### src/rtl/truth_table_sweeper_pkg.sv
// Shared definitions for the truth-table sweeper: FSM encoding, fg_in bit
// positions and the settle-counter width rule.
package truth_table_sweeper_pkg;

  typedef enum logic [1:0] {
    ST_IDLE   = 2'd0,
    ST_WAIT   = 2'd1,
    ST_SAMPLE = 2'd2,
    ST_DONE   = 2'd3
  } state_e;

  // Position of each function output within fg_in.
  localparam int unsigned F_BIT = 1;
  localparam int unsigned G_BIT = 0;

  // Settle counter holds SETTLE-1; one spare bit keeps SETTLE=1 at width 1.
  function automatic int unsigned settle_cnt_w(input int unsigned settle);
    return $clog2(settle) + 1;
  endfunction

endpackage

### src/rtl/truth_table_sweeper_settle_timer.sv
// Loadable down-counter with enable; zero flag marks the end of a settle window.
module settle_timer #(
  parameter int unsigned W = 2
) (
  input  logic         clk,
  input  logic         rst_n,
  input  logic         load,
  input  logic [W-1:0] load_val,
  input  logic         en,
  output logic [W-1:0] cnt,
  output logic         zero
);

  logic [W-1:0] cnt_q, cnt_d;

  // NOTE: every always_comb output gets a default first so no path leaves it
  // unassigned -- otherwise synthesis infers a latch.
  always_comb begin
    cnt_d = cnt_q;
    if (load) begin
      cnt_d = load_val;
    end else if (en && (cnt_q != '0)) begin
      cnt_d = cnt_q - 1'b1;
    end
  end

  // NOTE: sequential state uses non-blocking assignments so every flop samples
  // its pre-edge value, independent of block ordering.
  always_ff @(posedge clk or negedge rst_n) begin
    if (!rst_n) begin
      cnt_q <= '0;
    end else begin
      cnt_q <= cnt_d;
    end
  end

  assign cnt  = cnt_q;
  assign zero = (cnt_q == '0);

endmodule

### src/rtl/truth_table_sweeper.sv
// Steps all 2^N_IN input vectors through an external function, waits SETTLE
// cycles per vector, samples f/g and assembles both truth tables with counts.
module truth_table_sweeper
  import truth_table_sweeper_pkg::*;
#(
  parameter int unsigned N_IN   = 4,
  parameter int unsigned SETTLE = 2
) (
  input  logic                 clk,
  input  logic                 rst_n,
  input  logic                 start,
  input  logic                 hold,
  input  logic [1:0]           fg_in,
  output logic [N_IN-1:0]      vec_out,
  output logic                 busy,
  output logic                 done,
  output logic [(1<<N_IN)-1:0] table_f,
  output logic [(1<<N_IN)-1:0] table_g,
  output logic [N_IN:0]        ones_f,
  output logic [N_IN:0]        ones_g
);

  localparam int unsigned NV = 1 << N_IN;
  localparam int unsigned CW = settle_cnt_w(SETTLE);
  localparam logic [N_IN-1:0] LAST_VEC  = '1;
  localparam logic [CW-1:0]   SETTLE_LD = CW'(SETTLE - 1);

  state_e          state_q, state_d;
  logic [N_IN-1:0] vec_q, vec_d;
  logic            busy_q, busy_d;
  logic            done_q, done_d;
  logic [NV-1:0]   table_f_q, table_f_d;
  logic [NV-1:0]   table_g_q, table_g_d;
  logic [N_IN:0]   ones_f_q, ones_f_d;
  logic [N_IN:0]   ones_g_q, ones_g_d;

  logic            timer_load;
  logic            timer_en;
  logic            timer_zero;
  logic [CW-1:0]   timer_cnt;

  settle_timer #(.W(CW)) u_settle_timer (
    .clk      (clk),
    .rst_n    (rst_n),
    .load     (timer_load),
    .load_val (SETTLE_LD),
    .en       (timer_en),
    .cnt      (timer_cnt),
    .zero     (timer_zero)
  );

  always_comb begin
    state_d    = state_q;
    vec_d      = vec_q;
    table_f_d  = table_f_q;
    table_g_d  = table_g_q;
    ones_f_d   = ones_f_q;
    ones_g_d   = ones_g_q;
    timer_load = 1'b0;
    timer_en   = 1'b0;

    unique case (state_q)
      ST_IDLE: begin
        if (start) begin
          state_d    = ST_WAIT;
          vec_d      = '0;
          table_f_d  = '0;
          table_g_d  = '0;
          ones_f_d   = '0;
          ones_g_d   = '0;
          timer_load = 1'b1;
        end
      end
      ST_WAIT: begin
        if (!hold) begin
          if (timer_zero) begin
            state_d = ST_SAMPLE;
          end else begin
            timer_en = 1'b1;
          end
        end
      end
      ST_SAMPLE: begin
        // Held SAMPLE repeats without capturing, so each hold cycle costs one.
        if (!hold) begin
          table_f_d[vec_q] = fg_in[F_BIT];
          table_g_d[vec_q] = fg_in[G_BIT];
          ones_f_d = ones_f_q + {{N_IN{1'b0}}, fg_in[F_BIT]};
          ones_g_d = ones_g_q + {{N_IN{1'b0}}, fg_in[G_BIT]};
          if (vec_q == LAST_VEC) begin
            state_d = ST_DONE;
          end else begin
            vec_d      = vec_q + 1'b1;
            timer_load = 1'b1;
            state_d    = ST_WAIT;
          end
        end
      end
      ST_DONE: begin
        state_d = ST_IDLE;
      end
      default: begin
        state_d = ST_IDLE;
      end
    endcase

    // Flags decode the next state so the outputs themselves stay registered.
    busy_d = (state_d == ST_WAIT) || (state_d == ST_SAMPLE);
    done_d = (state_d == ST_DONE);
  end

  always_ff @(posedge clk or negedge rst_n) begin
    if (!rst_n) begin
      state_q   <= ST_IDLE;
      vec_q     <= '0;
      busy_q    <= 1'b0;
      done_q    <= 1'b0;
      table_f_q <= '0;
      table_g_q <= '0;
      ones_f_q  <= '0;
      ones_g_q  <= '0;
    end else begin
      state_q   <= state_d;
      vec_q     <= vec_d;
      busy_q    <= busy_d;
      done_q    <= done_d;
      table_f_q <= table_f_d;
      table_g_q <= table_g_d;
      ones_f_q  <= ones_f_d;
      ones_g_q  <= ones_g_d;
    end
  end

  assign vec_out = vec_q;
  assign busy    = busy_q;
  assign done    = done_q;
  assign table_f = table_f_q;
  assign table_g = table_g_q;
  assign ones_f  = ones_f_q;
  assign ones_g  = ones_g_q;

endmodule
### config.mk
export PLATFORM = sky130hd
export DESIGN_NAME = truth_table_sweeper
export DESIGN_NICKNAME = d
export VERILOG_FILES = /design/src/rtl/truth_table_sweeper_pkg.sv /design/src/rtl/truth_table_sweeper_settle_timer.sv /design/src/rtl/truth_table_sweeper.sv
export SDC_FILE = /design/constraint.sdc
export NUM_CORES = 1
export LEC_CHECK = 0
export BUFFER_PORTS_ARGS = -buffer_cell sky130_fd_sc_hd__buf_2
export CELL_PAD_IN_SITES_DETAIL_PLACEMENT = 0
export CELL_PAD_IN_SITES_GLOBAL_PLACEMENT = 1
export CORE_AREA = 2 2 79 81
export DETAILED_ROUTE_END_ITERATION = 12
export DIE_AREA = 0 0 81 83
export PLACE_DENSITY = 0.8
export SLEW_MARGIN = 10
export SYNTH_ARGS = -nofsm -noshare
export SYNTH_HDL_FRONTEND = slang
export SYNTH_SLANG_ARGS = --single-unit
### constraint.sdc
create_clock -name clk -period 3.7 [get_ports clk]
set_input_delay 0.555 -clock clk [delete_from_list [all_inputs] [get_ports clk]]
set_output_delay 0.555 -clock clk [all_outputs]
set_load 0.01 [all_outputs]
==> results.ini, run 1 <==
[status]
status=completed

[drt]
wl_mm=5.32
ant_nets=0
drtIter0Drc=76
wl_met2_mm=2.46
top_layer=met4
wl_met3_um=235
viasPerCell=5.14
firstDrtPassIters=4
drc=0
met1_length_mm=2.55
vias=1835
drt-wirelength-per-cell_um=14.9

[critical_path]
crit_chain=nand2b_4 > a21oi_4 > nand2_1 > mux2_2
required_ns=3.89
path_max_fanout=29
cp-end-kind=flop
ff2ff_path_depth=4
critPathSlowestCell=a21oi_4
r2r_slack_ns=1.66
slowest_delay_ns=0.63
timing.rr.end=vec_out[0]
cp-start-kind=flop
crit_start=state_q[1]
crit_type=reg -> reg
cp_data_arrival_time_ns=2.23
worstReg2RegStart=state_q[1]

[logic_synthesis]
synthArstFlopShare_pct=100
yosysSeqAreaShare_pct=49.1
synthTopCellsByArea=dfrtp_1 (49%), mux2i_1 (12%), nand2_1 (6.2%), and3_4 (5.1%), ha_1 (4.7%)
yosysWarnings=0
yosysUniqueCellTypes=42
synth_common_cells=dfrtp_1 (52), nand2_1 (44), mux2i_1 (31)
synth_most_common_cell=dfrtp_1
ys_ff_latch=52
synth_edf_count=0
synth_nets=247
synthFlopType=dfrtp_1
synth_area_um2=2650
avgSynthCellArea_um2=11.5
synthCells=231
yosysTopAreaCellShare_pct=49.1
synth_area_leader_cell=dfrtp_1

[timing]
setup_tns_ns=0
timing.fmax_mhz=491
finalCritPeriodShare_pct=55.1
worst_pin_slew_ns=1.11
final-max-slew-violation-count=0
final_hold_viol_count=0
slew_headroom_pct=26.1
fin_ws_ns=1.66
rsz0062_at_grt=no
setup_viol=0
fin_skew_ns=0.00829
finalCriticalPeriod_ns=2.04

[floorplanning]
die_w_um=81
num_rows=28
core_um2=5820
ioPinCount=54
start_util_pct=45.5
die_h_um=83
dieArea_um2=6720

[clock_network]
cts_setup_buffers=0
clock_sinks=52
cts_resized=0
cts_tree=built
clk_latency_ns=0.31
clock-root-buffer=clkbuf_8
clock_path_buffers=2
cts_buffers=5
hold_buffers=0
path_clk_slew_ns=0.10
htree_levels=2

[power]
power_mw=1.38
power.switching_mw=0.429
p_sw_share_pct=31.2
pwr-share-seq_pct=47.6
internal_power_mw=0.947
pwr-share-clk_pct=29.8
ir_worst_vdd_uv=279
combPwrFrac_pct=22.6
power_density_nw_per_um2=455
p_leak_nw=1.51

[cells_and_area]
final_area_um2=3020
multi_input_area_um2=1220
seqCellArea_um2=1300
final_nets=297
area_growth_pct=14.2
nFillCells=573
diodes=0
drive_gt1_share_pct=31.6

[grt]
first_global_vias=1859
grt_first_pass_wirelength_mm=8.89
grt_max_degree=36
grt.total_usage_pct=16.8
grt_remaining_overflow=0
antenna_found_initial=0

[place]
pre_cts_slack_ns=1.55
hpwlAfterDp_mm=3.72
place.gp.congestion=0.713
port_buffers=53
placed_area_um2=2900

[flow_run]
maxCapViolCount=0

[hold_path]
hold_path_class=in -> async

-- cells in the final DEF, fill, tap and decap left out, drive strengths merged, types with 2 or more instances in the layout --
master,synthesis,routed
clkbuf,0,6
o21ai,3,3
nand3,11,11
nor3,3,3
o2bb2ai,2,2
o311a,2,2
ha,10,10
mux2i,31,31
a31oi,2,2
a211oi,2,2
xnor2,5,5
nand2,46,46
inv,5,5
nor2b,2,2
and3,13,13
nor2,9,9
dfrtp,52,52
nand2b,3,3
buf,11,54
a31o,2,2
and2,2,2
a21oi,4,4
-- per-layer routing --
layer	global-route usage (%)	vias to the layer above
li1	-	892
met1	23.4	885
met2	26.6	50
met3	3.26	8
met4	4.78	0
met5	0	-
-- power by group through the flow --
stage | combinational, mW | sequential [mW] | clock [mW]
after floorplan | 0.280 | 0.655 | 0
after detailed placement | 0.317 | 0.667 | 0
after global routing | 0.351 | 0.663 | 0.449
final | 0.311 | 0.655 | 0.410
after global placement | 0.313 | 0.666 | 0
after CTS | 0.321 | 0.655 | 0.421
-- worst max path at each step --
stage | to | slack, ns | cells past startpoint
floorplan | busy | 2.10 | 5
global placement | table_f[8] | 1.57 | 5
detailed placement | ones_g[2] | 1.55 | 5
CTS | ones_g[2] | 1.64 | 4
global route | ones_f[2] | 1.39 | 4
finish | vec_out[0] | 1.66 | 4
-- state kept, by name, summed over array words and instances (netlist names) --
register	count
table_g	16
u_settle_timer.cnt	2
vec_out	4
ones_f	5
busy	1
done	1
state_q	2
table_f	16
ones_g	5
-- per-stage QoR --
step	hold slack [ns]	util, %	instances
floorplan	0.259	-	231
global placement	0.486	49.9	349
detailed placement	0.485	49.9	349
CTS	0.356	52.0	357
global route	0.382	52.0	357
finish	0.323	52.0	357
-- critical path: cells and delay by family (launching register included) --
| kind | cells | cell delay, ns |
|---|---|---|
| DFF | 1 | 0.55 |
| AOI/OAI and AO/OA | 1 | 0.63 |
| and+or+nand+nor | 2 | 0.43 |
| muxes | 1 | 0.31 |
-- area by class of cell --
| class | count | area share [%] |
|---|---|---|
| clock buffer | 6 | 2.73 |
| multi-input combinational | 163 | 40.2 |
| clock inverter | 2 | 1.28 |
| tap | 75 | 3.10 |
| inverter | 5 | 0.621 |
| timing repair buffer | 54 | 9.02 |
| sequential | 52 | 43.0 |
-- kinds of logic (layout without fill, tap and decap cells) --
group	after synthesis	after routing	synth area share (%)
XOR/XNOR	5	5	1.65
AO/OA/AOI/OAI	20	20	6.38
multiplexers	32	32	12.1
adder cells (fa/ha/maj)	10	10	4.73
flip-flops	52	52	49.1
AND/OR/NAND/NOR	96	96	21.0
buffers and inverters	16	67	4.92
Power figures use the tool's default switching activity.
==> run 2: changes to the inputs <==
ABC_AREA = 1   (was unset)
CORE_AREA = 2 2 83 85   (was 2 2 79 81)
DIE_AREA = 0 0 85 87   (was 0 0 81 83)
PLACE_DENSITY = 0.76   (was 0.8)
clock period = 2 ns   (was 3.7 ns; I/O delays follow)
==> run 2 against run 1 <==
  * Highest routed layer unchanged
  * Non-clock buffer count grew 6
  * Design area shrank 1.1%
  * Via count grew 16%
  * Combinational power grew 140%
  * Largest power group unchanged
  * Clock-buffer cell count shrank 1
  * Worst setup slack lost 1.3 ns
==> results.ini, run 2 <==
[floorplanning]
start_util_pct=38.8  ; -6.7 points
dieArea_um2=7400  ; +10%
die_w_um=85  ; +4.9%
core_um2=6570  ; +13%
die_h_um=87  ; +4.8%
ioPinCount=54  ; unchanged
num_rows=30  ; +7.1%

[timing]
setup_viol=0  ; unchanged
fin_skew_ns=0.00888  ; +0.000591 ns
fin_ws_ns=0.346  ; -1.32 ns
timing.fmax_mhz=605  ; +23%
rsz0062_at_grt=no
finalCriticalPeriod_ns=1.65  ; -0.384 ns
finalCritPeriodShare_pct=82.7  ; +28 points
slew_headroom_pct=75.2  ; +49 points
setup_tns_ns=0  ; unchanged
worst_pin_slew_ns=0.372  ; -0.737 ns
final-max-slew-violation-count=0  ; unchanged
final_hold_viol_count=0  ; unchanged
whs_ns=0.323  ; -0.000555 ns

[cells_and_area]
utilization_pct=45.5  ; -6.5 points
drive_gt1_share_pct=20.5  ; -11 points
diodes=0  ; unchanged
final_common_cell=nand2_1
final_cell_mix=nand2_1 (111), buf_2 (53), dfrtp_1 (52)
final_area_um2=2990  ; -1.1%
area_growth_pct=17.2
final_nets=388  ; +31%
stdcell_count=451  ; +26%

[logic_synthesis]
synth_nets=332  ; +34%
yosysUniqueCellTypes=17  ; -60%
avgSynthCellArea_um2=8.07  ; -30%
synth_common_cells=nand2_1 (111), dfrtp_1 (52), nand3_1 (45)
synthTopCellsByArea=dfrtp_1 (51%), nand2_1 (16%), nand3_1 (8.8%), ha_1 (4.9%), o21ai_0 (4.7%)
synth_edf_count=0  ; unchanged
synthCells=316  ; +37%
ys_ff_latch=52  ; unchanged
synthFlopType=dfrtp_1
yosysSeqAreaShare_pct=51.0  ; +1.9 points
yosysTopAreaCellShare_pct=51.0  ; +1.9 points
synthArstFlopShare_pct=100  ; unchanged
yosysWarnings=0  ; unchanged
synth_most_common_cell=nand2_1
synth_area_um2=2550  ; -3.6%
synth_area_leader_cell=dfrtp_1

[power]
p_leak_nw=1.68  ; +12%
pwr-share-clk_pct=26.3  ; -3.5 points
p_sw_share_pct=34.7  ; +3.5 points
combPwrFrac_pct=28.3  ; +5.7 points
power_mw=2.62  ; +90%
internal_power_mw=1.71  ; +80%
power_density_nw_per_um2=875  ; +92%
pwr-share-seq_pct=45.4  ; -2.2 points
ir_worst_vdd_uv=467  ; +67%
power.switching_mw=0.908  ; +110%

[drt]
viasPerCell=4.70  ; -8.5%
wl_mm=5.57  ; +4.6%
vias=2120  ; +16%
firstDrtPassIters=4  ; unchanged
ant_nets=0  ; unchanged
drc=0  ; unchanged
drtIter0Drc=92  ; +21%
drt-wirelength-per-cell_um=12.4  ; -17%

[grt]
grt.total_usage_pct=16.0  ; -0.82 points
first_global_vias=1991  ; +7.1%
grt_remaining_overflow=0  ; unchanged
grt_first_pass_wirelength_mm=9.52  ; +7.1%
grt_max_degree=29  ; -19%
antenna_found_initial=0  ; unchanged

[hold_path]
hold_start=hold
min_to=state_q[0]
hold_path_class=in -> reg
worstHoldPathCells=3

[clock_network]
clk_latency_ns=0.30  ; about the same
hold_buffers=1  ; +1
cts_buffers=5  ; unchanged
htree_levels=2  ; unchanged
clock_sinks=52  ; unchanged
cts_setup_buffers=0  ; unchanged
cts_tree=built
clock_path_buffers=2  ; unchanged
cts_resized=0  ; unchanged
path_clk_slew_ns=0.09  ; about the same
clock-root-buffer=clkbuf_8

[critical_path]
cp-end-kind=flop
ff2ff_path_depth=6  ; +2
crit_start=vec_out[0]
required_ns=2.19  ; -1.70 ns
path_max_fanout=8  ; -72%
r2r_slack_ns=0.35  ; -1.32 ns
crit_type=reg -> reg
timing.rr.end=busy
cp-start-kind=flop
worstReg2RegStart=vec_out[0]
cp_data_arrival_time_ns=1.85  ; -0.38 ns

[place]
post-place-cells=444  ; +27%
pre_cts_slack_ns=0.360  ; -1.19 ns
placed_area_um2=2880  ; -0.73%
hpwlAfterDp_mm=4.11  ; +10%
port_buffers=53  ; unchanged
place.gp.congestion=0.782  ; +9.6%

[status]
status=completed

[flow_run]
maxCapViolCount=0  ; unchanged

-- run 2: changes by cell type after synthesis, moves of 4 or more --
cell     previous run  this run
inv_1               5        21
nor2_1              9        21
and3_4             12         0
nand2_1            44       111
o21ai_0             3        24
xnor2_1             5         1
inv_2               0         5
buf_4               1         5
mux2i_1            31         0
buf_6               7         2
nand3_1            10        45
o21ai_1             0         5
-- run 2: critical path, stage by stage, from the launching register on --
cell and delay [ns]:
dfrtp_1 0.47, ha_1 0.28, inv_1 0.14, nor2_4 0.07, o21ai_0 0.18, nand2_1 0.10
ha_1 0.30
-- run 2: layout make-up --
cell class / count / area, µm²
inverters: 26 / 97.6
clock buffers: 5 / 68.8
well taps: 80 / 100
repair buffers: 60 / 320
clock inverters: 1 / 30.0
multi-input cells: 227 / 1070
fillers: 661 / 3580
flip-flops and latches: 52 / 1300
-- run 2: how the worst max path moves through the flow --
stage / end / cells after the start
after floorplan: busy / 6
after global placement: busy / 6
after detailed placement: busy / 6
after CTS: busy / 6
after global routing: busy / 6
final: busy / 6
-- run 2: kinds of logic (layout without fill, tap and decap cells) --
| family | count (synthesis) | in the layout | share of synthesized area [%] |
|---|---|---|---|
| AND/OR/NAND/NOR | 187 | 187 | 31.1 |
| flip-flops | 52 | 52 | 51.0 |
| buffers and inverters | 37 | 92 | 6.96 |
| AO/OA/AOI/OAI | 29 | 29 | 5.69 |
| adder cells (fa/ha/maj) | 10 | 10 | 4.90 |
| XOR/XNOR | 1 | 1 | 0.343 |
-- run 2: power by group through the flow --
stage,clock network [mW],registers [mW],logic (mW)
global placement,0,1.20,0.740
floorplan,0,1.22,0.543
global route,0.750,1.20,0.875
CTS,0.717,1.19,0.754
detailed placement,0,1.21,0.746
finish,0.688,1.19,0.740
-- run 2: layer usage --
metal,global-route usage (%),part of all wire [%]
met1,22.3,49
met3,4.08,3.6
met2,24.9,47
met4,4.33,0.50
met5,0,0
